--- config.mk ---
export PLATFORM = sky130hd
export DESIGN_NAME = uart_tx_port
export DESIGN_NICKNAME = d
export VERILOG_FILES = /design/src/rtl/uart_tx_port.sv
export SDC_FILE = /design/constraint.sdc
export NUM_CORES = 1
export LEC_CHECK = 0
export BUFFER_PORTS_ARGS = -buffer_cell sky130_fd_sc_hd__buf_2
export CORE_MARGIN = 2
export CORE_UTILIZATION = 45
export CTS_CLUSTER_DIAMETER = 40
export CTS_CLUSTER_SIZE = 12
export DETAILED_ROUTE_END_ITERATION = 7
export PLACE_DENSITY = 0.76
export SLEW_MARGIN = 20
export SYNTH_ARGS = -nofsm -noshare
export SYNTH_HDL_FRONTEND = slang
export SYNTH_SLANG_ARGS = --single-unit
--- constraint.sdc ---
create_clock -name clk -period 6 [get_ports clk]
set_input_delay 0.3 -clock clk [delete_from_list [all_inputs] [get_ports clk]]
set_output_delay 0.3 -clock clk [all_outputs]
set_load 0.005 [all_outputs]
--- src/rtl/uart_tx_port.sv ---
// uart_tx_port: memory-mapped 8N1 serial transmitter with a byte FIFO,
// a sticky overflow flag and a level drain interrupt.
// Optional even parity bit is compiled in with `UART_TX_PARITY_EN.
// Ports: clk; reset (async, active high);
//   data_in/a0/wr/rd: CPU bus (a0=0 data, a0=1 control/status);
//   data_out: read mux; interrupt: level irq to PIC;
//   tx: serial line (idle high); busy: frame in progress.
module uart_tx_port #(
  parameter int unsigned CLKS_PER_BIT = 434,
  parameter int unsigned FIFO_DEPTH   = 4
) (
  input  logic        clk,
  input  logic        reset,
  input  logic [15:0] data_in,
  input  logic        a0,
  input  logic        wr,
  input  logic        rd,
  output logic [15:0] data_out,
  output logic        interrupt,
  output logic        tx,
  output logic        busy
);

  localparam int unsigned AW = $clog2(FIFO_DEPTH);
  localparam int unsigned BW = $clog2(CLKS_PER_BIT);
  localparam logic [BW-1:0] BAUD_LAST = BW'(CLKS_PER_BIT - 1);
  localparam logic [4:0] DEPTH_C = 5'(FIFO_DEPTH);

`ifdef UART_TX_PARITY_EN
  typedef enum logic [2:0] {
    S_IDLE, S_START, S_DATA, S_PARITY, S_STOP
  } state_t;
`else
  typedef enum logic [2:0] {
    S_IDLE, S_START, S_DATA, S_STOP
  } state_t;
`endif

  logic [7:0]    mem_q [FIFO_DEPTH];
  logic [AW-1:0] wp_q, wp_d, rp_q, rp_d;
  logic [4:0]    cnt_q, cnt_d;

  state_t        state_q;
  logic [BW-1:0] baud_q;
  logic [2:0]    idx_q;
  logic [7:0]    shift_q;
  logic          tx_q, busy_q;

  logic          ie_q, ovf_q, irq_q;
  logic [7:0]    last_q;
  logic          pe_bit;

  logic push, ctl_wr, empty, full;
  logic pop, push_ok, ovf_set, bit_end;
  logic unused_bits;

  assign push    = wr & ~a0;
  assign ctl_wr  = wr & a0;
  assign empty   = (cnt_q == 5'd0);
  assign full    = (cnt_q == DEPTH_C);
  assign pop     = (state_q == S_IDLE) & ~empty;
  // A pop in the same cycle frees the slot a full-FIFO push needs.
  assign push_ok = push & (~full | pop);
  assign ovf_set = push & full & ~pop;
  assign bit_end = (baud_q == BAUD_LAST);

  assign unused_bits = ^{data_in[15:8], data_in[1]};

  always_comb begin
    wp_d  = wp_q;
    rp_d  = rp_q;
    cnt_d = cnt_q;
    if (push_ok) wp_d = wp_q + AW'(1);
    if (pop)     rp_d = rp_q + AW'(1);
    unique case ({push_ok, pop})
      2'b10:   cnt_d = cnt_q + 5'd1;
      2'b01:   cnt_d = cnt_q - 5'd1;
      default: cnt_d = cnt_q;
    endcase
  end

  always_ff @(posedge clk) begin
    if (push_ok) mem_q[wp_q] <= data_in[7:0];
  end

  always_ff @(posedge clk or posedge reset) begin
    if (reset) begin
      wp_q  <= '0;
      rp_q  <= '0;
      cnt_q <= '0;
    end else begin
      wp_q  <= wp_d;
      rp_q  <= rp_d;
      cnt_q <= cnt_d;
    end
  end

`ifdef UART_TX_PARITY_EN
  logic pe_q, par_q;
  assign pe_bit = pe_q;

  always_ff @(posedge clk or posedge reset) begin
    if (reset)       pe_q <= 1'b0;
    else if (ctl_wr) pe_q <= data_in[1];
  end
`else
  assign pe_bit = 1'b0;
`endif

  always_ff @(posedge clk or posedge reset) begin
    if (reset) begin
      ie_q   <= 1'b0;
      ovf_q  <= 1'b0;
      irq_q  <= 1'b0;
      last_q <= 8'h00;
    end else begin
      if (ctl_wr) ie_q <= data_in[0];
      if (push)   last_q <= data_in[7:0];
      if (ovf_set)        ovf_q <= 1'b1;
      else if (rd & a0)   ovf_q <= 1'b0;
      irq_q <= ie_q & empty & ~busy_q;
    end
  end

  always_ff @(posedge clk or posedge reset) begin
    if (reset) begin
      state_q <= S_IDLE;
      baud_q  <= '0;
      idx_q   <= '0;
      shift_q <= '0;
      tx_q    <= 1'b1;
      busy_q  <= 1'b0;
`ifdef UART_TX_PARITY_EN
      par_q   <= 1'b0;
`endif
    end else begin
      unique case (state_q)
        S_IDLE: begin
          if (pop) begin
            state_q <= S_START;
            baud_q  <= '0;
            shift_q <= mem_q[rp_q];
            tx_q    <= 1'b0;
            busy_q  <= 1'b1;
`ifdef UART_TX_PARITY_EN
            // Parity choice is frozen per frame.
            par_q   <= pe_q;
`endif
          end
        end
        S_START: begin
          if (bit_end) begin
            state_q <= S_DATA;
            baud_q  <= '0;
            idx_q   <= '0;
            tx_q    <= shift_q[0];
          end else begin
            baud_q  <= baud_q + BW'(1);
          end
        end
        S_DATA: begin
          if (bit_end) begin
            baud_q <= '0;
            if (idx_q == 3'd7) begin
`ifdef UART_TX_PARITY_EN
              if (par_q) begin
                state_q <= S_PARITY;
                tx_q    <= ^shift_q;
              end else begin
                state_q <= S_STOP;
                tx_q    <= 1'b1;
              end
`else
              state_q <= S_STOP;
              tx_q    <= 1'b1;
`endif
            end else begin
              idx_q <= idx_q + 3'd1;
              tx_q  <= shift_q[idx_q + 3'd1];
            end
          end else begin
            baud_q <= baud_q + BW'(1);
          end
        end
`ifdef UART_TX_PARITY_EN
        S_PARITY: begin
          if (bit_end) begin
            state_q <= S_STOP;
            baud_q  <= '0;
            tx_q    <= 1'b1;
          end else begin
            baud_q  <= baud_q + BW'(1);
          end
        end
`endif
        S_STOP: begin
          if (bit_end) begin
            state_q <= S_IDLE;
            baud_q  <= '0;
            tx_q    <= 1'b1;
            busy_q  <= 1'b0;
          end else begin
            baud_q  <= baud_q + BW'(1);
          end
        end
        default: begin
          state_q <= S_IDLE;
          baud_q  <= '0;
          tx_q    <= 1'b1;
          busy_q  <= 1'b0;
        end
      endcase
    end
  end

  assign data_out  = a0 ? {5'b0, pe_bit, cnt_q, ovf_q,
                           ie_q, busy_q, empty, ~full}
                        : {8'h00, last_q};
  assign interrupt = irq_q;
  assign tx        = tx_q;
  assign busy      = busy_q;

endmodule

# Word level (Yosys, flattened, before mapping)
# Memories as Yosys holds them, arrays and structs flattened. A register that Yosys moved wholly into a read port is not among the register bits.
# Cells that the tools add are included.
dict set report totals {
  inputBits 21
  mem_count 1
  mem_bits_rw 32
  wordCells 91
  output_inout_bits 19
  reg_bits 37
}
dict set report op_classes {
  addsub 6
  eq_ne 14
  n_bitwise 16
  muxes 29
  reduce_logical 12
  order_cmp 1
}
# memory words word_bits read_ports rd_clocked_by_memory_dff wr line_no
set memory_table {}
lappend memory_table {mem_q 4 8 1 1 1 39} ;# logic [7:0] mem_q [FIFO_DEPTH];
# op n
set ops {}
lappend ops {{$mux 3} 7}
lappend ops {{$mux 9} 2}
lappend ops {{$pmux 9 s2} 1}
lappend ops {{$mux 1} 12}
lappend ops {{$ne 2x2->1 const B} 6}
lappend ops {{$pmux 3 s4} 1}
lappend ops {{$mux 10} 1}
lappend ops {{$pmux 5 s2} 1}
lappend ops {{$add 9x1->9 const B} 1}
lappend ops {{$and 1x1->1} 9}
lappend ops {{$eq 9x9->1 const B} 1}
lappend ops {{$reduce_and 4->1} 2}
lappend ops {{$eq 3x2->1 const B} 2}
lappend ops {{$not 1->1} 6}
lappend ops {{$pmux 3 s2} 1}
lappend ops {{$reduce_bool 2->1} 3}
lappend ops {{$add 5x1->5 const B} 1}
lappend ops {{$eq 5x3->1 const B} 1}
lappend ops {{$logic_not 5->1} 1}
lappend ops {{$reduce_and 5->1} 1}
lappend ops {{$sub 5x1->5 const B} 1}
lappend ops {{$add 2x1->2 const B} 2}
lappend ops {{$lt 3x4->1 const B} 1}
lappend ops {{$pmux 1 s4} 1}
lappend ops {{13 further kinds} 13}

# Logic depth before layout (Yosys ltp)
dict set report logic_depth {
  depth_word 7
  depth_mapped 13
  depth_no_buf 11
}

# Least setup slack after synthesis
# No wires, ideal clock.
dict set report synth_timing {
  kind {reg2reg}
  startpoint {register cnt_q[1]}
  endpoint {register cnt_q[4]}
  n_path_buf 4
  period_less_slack_ns 2.877
  path_stages_with_launch 14
  setup_slack_ns 3.123
  t_required_ns 5.871
  t_arrival_ns 2.748
  setup_ns 0.129
  cell_sequence {dfrtp_1 buf_6 or4_4 buf_6 o21a_1 buf_6 ha_1 clkbuf_1 xor2_1 ha_1 o211a_1 o31ai_1 a31oi_1 xor2_1}
}
dict set report synth_via {
  elab_chain_len 7
  elab_cells_between_ends 13
  classes_between {add/sub (2); eq/ne (3); mux (1); bitwise (5); reduce/logical (2)}
}
# item line_no
set synth_rtl {}
lappend synth_rtl {{start, declared} 41} ;# logic [4:0] cnt_q, cnt_d;
lappend synth_rtl {{start signal, assigned} 94} ;# cnt_q <= cnt_d;
lappend synth_rtl {{$logic_not 5->1 (*)} 59} ;# assign empty = (cnt_q == 5'd0);
lappend synth_rtl {{$not 1->1 (*)} 61} ;# assign pop = (state_q == S_IDLE) & ~empty;
lappend synth_rtl {{$and 1x1->1 (*)} 61}
lappend synth_rtl {{via pop} 54} ;# logic pop, push_ok, ovf_set, bit_end;
lappend synth_rtl {{$or 1x1->1} 63} ;# assign push_ok = push & (~full | pop);
lappend synth_rtl {{$and 1x1->1} 63}
lappend synth_rtl {{$eq 2x1->1 / $eq 2x2->1 (equally long branches)} 75} ;# unique case ({push_ok, pop})
lappend synth_rtl {{$pmux 5 s2 / $reduce_bool 2->1 (equally long branches)} n/a}
# The timed path passes the listed nets; every way through them passes the cells marked *.
# A chain may end at the register's enable or synchronous reset.

# Final worst setup path
dict set report layout_timing {
  startpoint {register cnt_q[1]}
  endpoint {register cnt_q[4]}
}
dict set report layout_via {
  elab_chain_len 7
  elab_cells_between_ends 13
  classes_between {add/sub (2); eq/ne (3); mux (1); bitwise (5); reduce/logical (2)}
}
# item line_no
set layout_rtl {}
lappend layout_rtl {{$logic_not 5->1} 59}
lappend layout_rtl {{$not 1->1} 61}
lappend layout_rtl {{$and 1x1->1} 61}
lappend layout_rtl {{$or 1x1->1} 63}
lappend layout_rtl {{$and 1x1->1} 63}
lappend layout_rtl {{$eq 2x1->1 / $eq 2x2->1 (equally long branches)} 75}
lappend layout_rtl {{$pmux 5 s2 / $reduce_bool 2->1 (equally long branches)} n/a}
# Several ways; a longest one is shown, not always the timed one.

==> reports/results.ini <==
[run_status]
status = complete, no violations

[cells_and_area]
area_delta_synth_final_pct = 10.0
layout_commonest_cell = dfrtp_1
drive_gt1_share_pct = 28.5
fin_area_sq_um = 4100
final_cell_mix = dfrtp_1 (43), edfxtp_1 (32), buf_2 (25)
final_nets = 332
diodes = 0
fillCellCount = 687
finalNonFillerCells = 403

[floorplanning]
pin_count = 40
die_width_um = 95.0
die_y_um = 95.0
rows = 33
die_area_sq_um = 9020
core_area_sq_um = 8130
initial_core_util_pct = 45.8

[detailed_routing]
routed_wl_um = 6430
ant_nets = 0
drc = 0
dr_total_vias = 2136
first_pass_iters = 4
vias_per_cell = 5.30
wl_per_cell_um = 16.0
first_iter_violations = 88

[pwr]
combPwrFrac_pct = 34.8
power.switching_mw = 0.619
cellPowerDensity_nw_per_um2 = 449
pwr-share-seq_pct = 43.9
swShare_pct = 33.7
intPower_mw = 1.22
power_frac_clock_pct = 21.3
p_leak_nw = 1.67
ir_drop_v = 0.000239

[timing]
slew_viol_final = 0
rsz0062_at_grt = no
setup_viol = 0
worstMarginPinSlew_ns = 0.855
final.period_utilization_pct = 51.5
post-route-min-period_ns = 3.09
max_slew_margin_pct = 42.9
hold_slack_ns = 0.0737
final-hold-violation-count = 0
fin_tns_setup_ns = 0
fmax_mhz = 323
clock-skew-final_ns = 0.00717

[clocking]
cts_max_path_buffers = 2
cts.reportedPaths.clkPinSlew_ns = 0.08
cts_made_buffers = 9
post_cts_resized = 0
ctsHoldBuffers = 0
clock_latency_ns = 0.35
cts_setup_buffers = 0
root_buffer = clkbuf_8
cts_sinks = 76
cts_tree = built
h-tree-depth = 3

[worst_setup_path]
cpLargestDelayFamily = compound AO/OA/AOI/OAI gates
r2r_end = cnt_q[4]
slowest_delay_ns = 0.58
critPathBufInv = 0
rr_startpoint = cnt_q[1]
reg2regPathDepth = 9
worst-setup-path-type = reg2reg
slowest_stage = or4_4
cp-start-kind = flop
crit_path_end_kind = flop
cp_cell_sequence = or4_4 -> o21a_1 -> ha_1 -> xor2_1 -> ha_1 -> o211a_1 -> o31ai_1 -> a31oi_1 -> xor2_1
crit_start = cnt_q[1]
r2r_slack_ns = 2.91
path_max_fanout = 12
worstPathRequired_ns = 6.23
arrival_ns = 3.32

[job]
drv_cap = 0

[global_routing]
grt_pass1_wl_um = 10500
antenna_found_initial = 0
grt_usage_pct = 15.6
grt_max_degree = 45
grt_pass1_vias = 2202
grt_overflow = 0

[place]
placed_cell_area_sq_um = 3900
place.gp.congestion = 0.765
dpl.hpwl_um = 4660
port_buffers = 25
placed_cells = 387

[synthesis]
avgSynthCellArea_sq_um = 13.9
syn_area_sq_um = 3730
ys_ff_latch = 76
yosysSeqAreaShare_pct = 55.4
synthArstFlopShare_pct = 57.9
ys_warn_count = 0
synth_cells = 268
synth_flop_cell = dfrtp_1
synth_enable_flop_cells = 32
synth.distinct_cells = 49

[hold_path]
hp-class = in2async

==> how the worst max path moves through the flow <==
stage | endpoint | slack (ns) | depth (start not counted)
after global routing | cnt_q[4] | 2.70 | 11
final | cnt_q[4] | 2.91 | 9
after floorplan | cnt_q[4] | 3.12 | 13
after CTS | cnt_q[4] | 2.91 | 9
after global placement | cnt_q[4] | 2.93 | 11
after detailed placement | cnt_q[4] | 2.88 | 11
==> kinds of logic (layout without fill, tap and decap cells) <==
kind of cell               count (synthesis)  in the layout  synth area share (%)
AOI/OAI and AO/OA                         39             39                  7.19
xor gates and xnor gates                  14             14                  3.29
adders and majority gates                 18             18                  6.04
buffers and inverters                     25             50                  3.76
DFF                                       76             76                  55.4
muxes                                     41             41                  16.1
other                                      1              6                 0.101
and+or+nand+nor                           54             54                  8.16
==> synthesized netlist by cell type (6+ instances only) <==
cell type,instances,share of area [%]
xor2_1,8,1.9
inv_1,8,0.81
nand2_1,10,1.0
xnor2_1,6,1.4
ha_1,18,6.0
and2_1,7,1.2
a22o_1,7,1.6
dfrtp_1,43,29
o21ai_0,6,0.81
mux2_4,7,2.8
nor2_1,14,1.4
edfxtp_1,32,26
buf_4,6,1.2
mux2_2,23,7.0
a21oi_1,9,1.2
clkbuf_1,6,0.60
mux4_2,10,6.0
==> layer usage <==
layer	part of all wire, %	global-route usage (%)	vias to the layer above
met5	0	0	-
met3	3.4	4.47	7
li1	-	-	1022
met1	45	19.9	1075
met2	50	25.5	32
met4	1.2	5.80	0
==> worst register-to-register path, delay by kind of cell, from the launching register on <==
family                     cells  cell delay [ns]
and+or+nand+nor                1             0.58
xor gates and xnor gates       2             0.34
AOI/OAI and AO/OA              4             0.91
DFF                            1             0.50
adders and majority gates      2             0.64
==> metrics by stage <==
stage	total power [mW]	util [%]	setup slack [ns]
2_1_floorplan	1.33	-	3.12
3_3_place_gp	1.43	47.9	2.93
3_5_place_dp	1.46	47.9	2.88
4_1_cts	1.86	50.4	2.91
5_1_grt	1.96	50.4	2.70
6_report	1.84	50.4	2.91
==> power by group through the flow <==
stage	Sequential (mW)	Clock (mW)	Combinational, mW
floorplan	0.741	0	0.585
global placement	0.812	0	0.622
detailed placement	0.820	0	0.643
CTS	0.809	0.400	0.646
global route	0.829	0.423	0.707
finish	0.808	0.391	0.640
==> flip-flops by register name, summed over array words and instances, names as in the netlist <==
| signal | cells |
|---|---|
| state_q | 2 |
| idx_q | 3 |
| interrupt | 1 |
| tx | 1 |
| shift_q | 8 |
| wp_q | 2 |
| mem_q | 32 |
| baud_q | 9 |
| ie_q | 1 |
| ovf_q | 1 |
| cnt_q | 5 |
| busy | 1 |
| last_q | 8 |
| rp_q | 2 |
==> cell type report <==
cell class	count	area [sq um]	area share, %
Tap cell	105	131	3.20
Timing Repair Buffer	26	133	3.23
Sequential cell	76	2060	50.3
Clock inverter	6	63.8	1.56
Clock buffer	10	138	3.36
Multi-Input combinational cell	172	1540	37.6
Inverter	8	30.0	0.732
(Power assumes the default switching activity.)
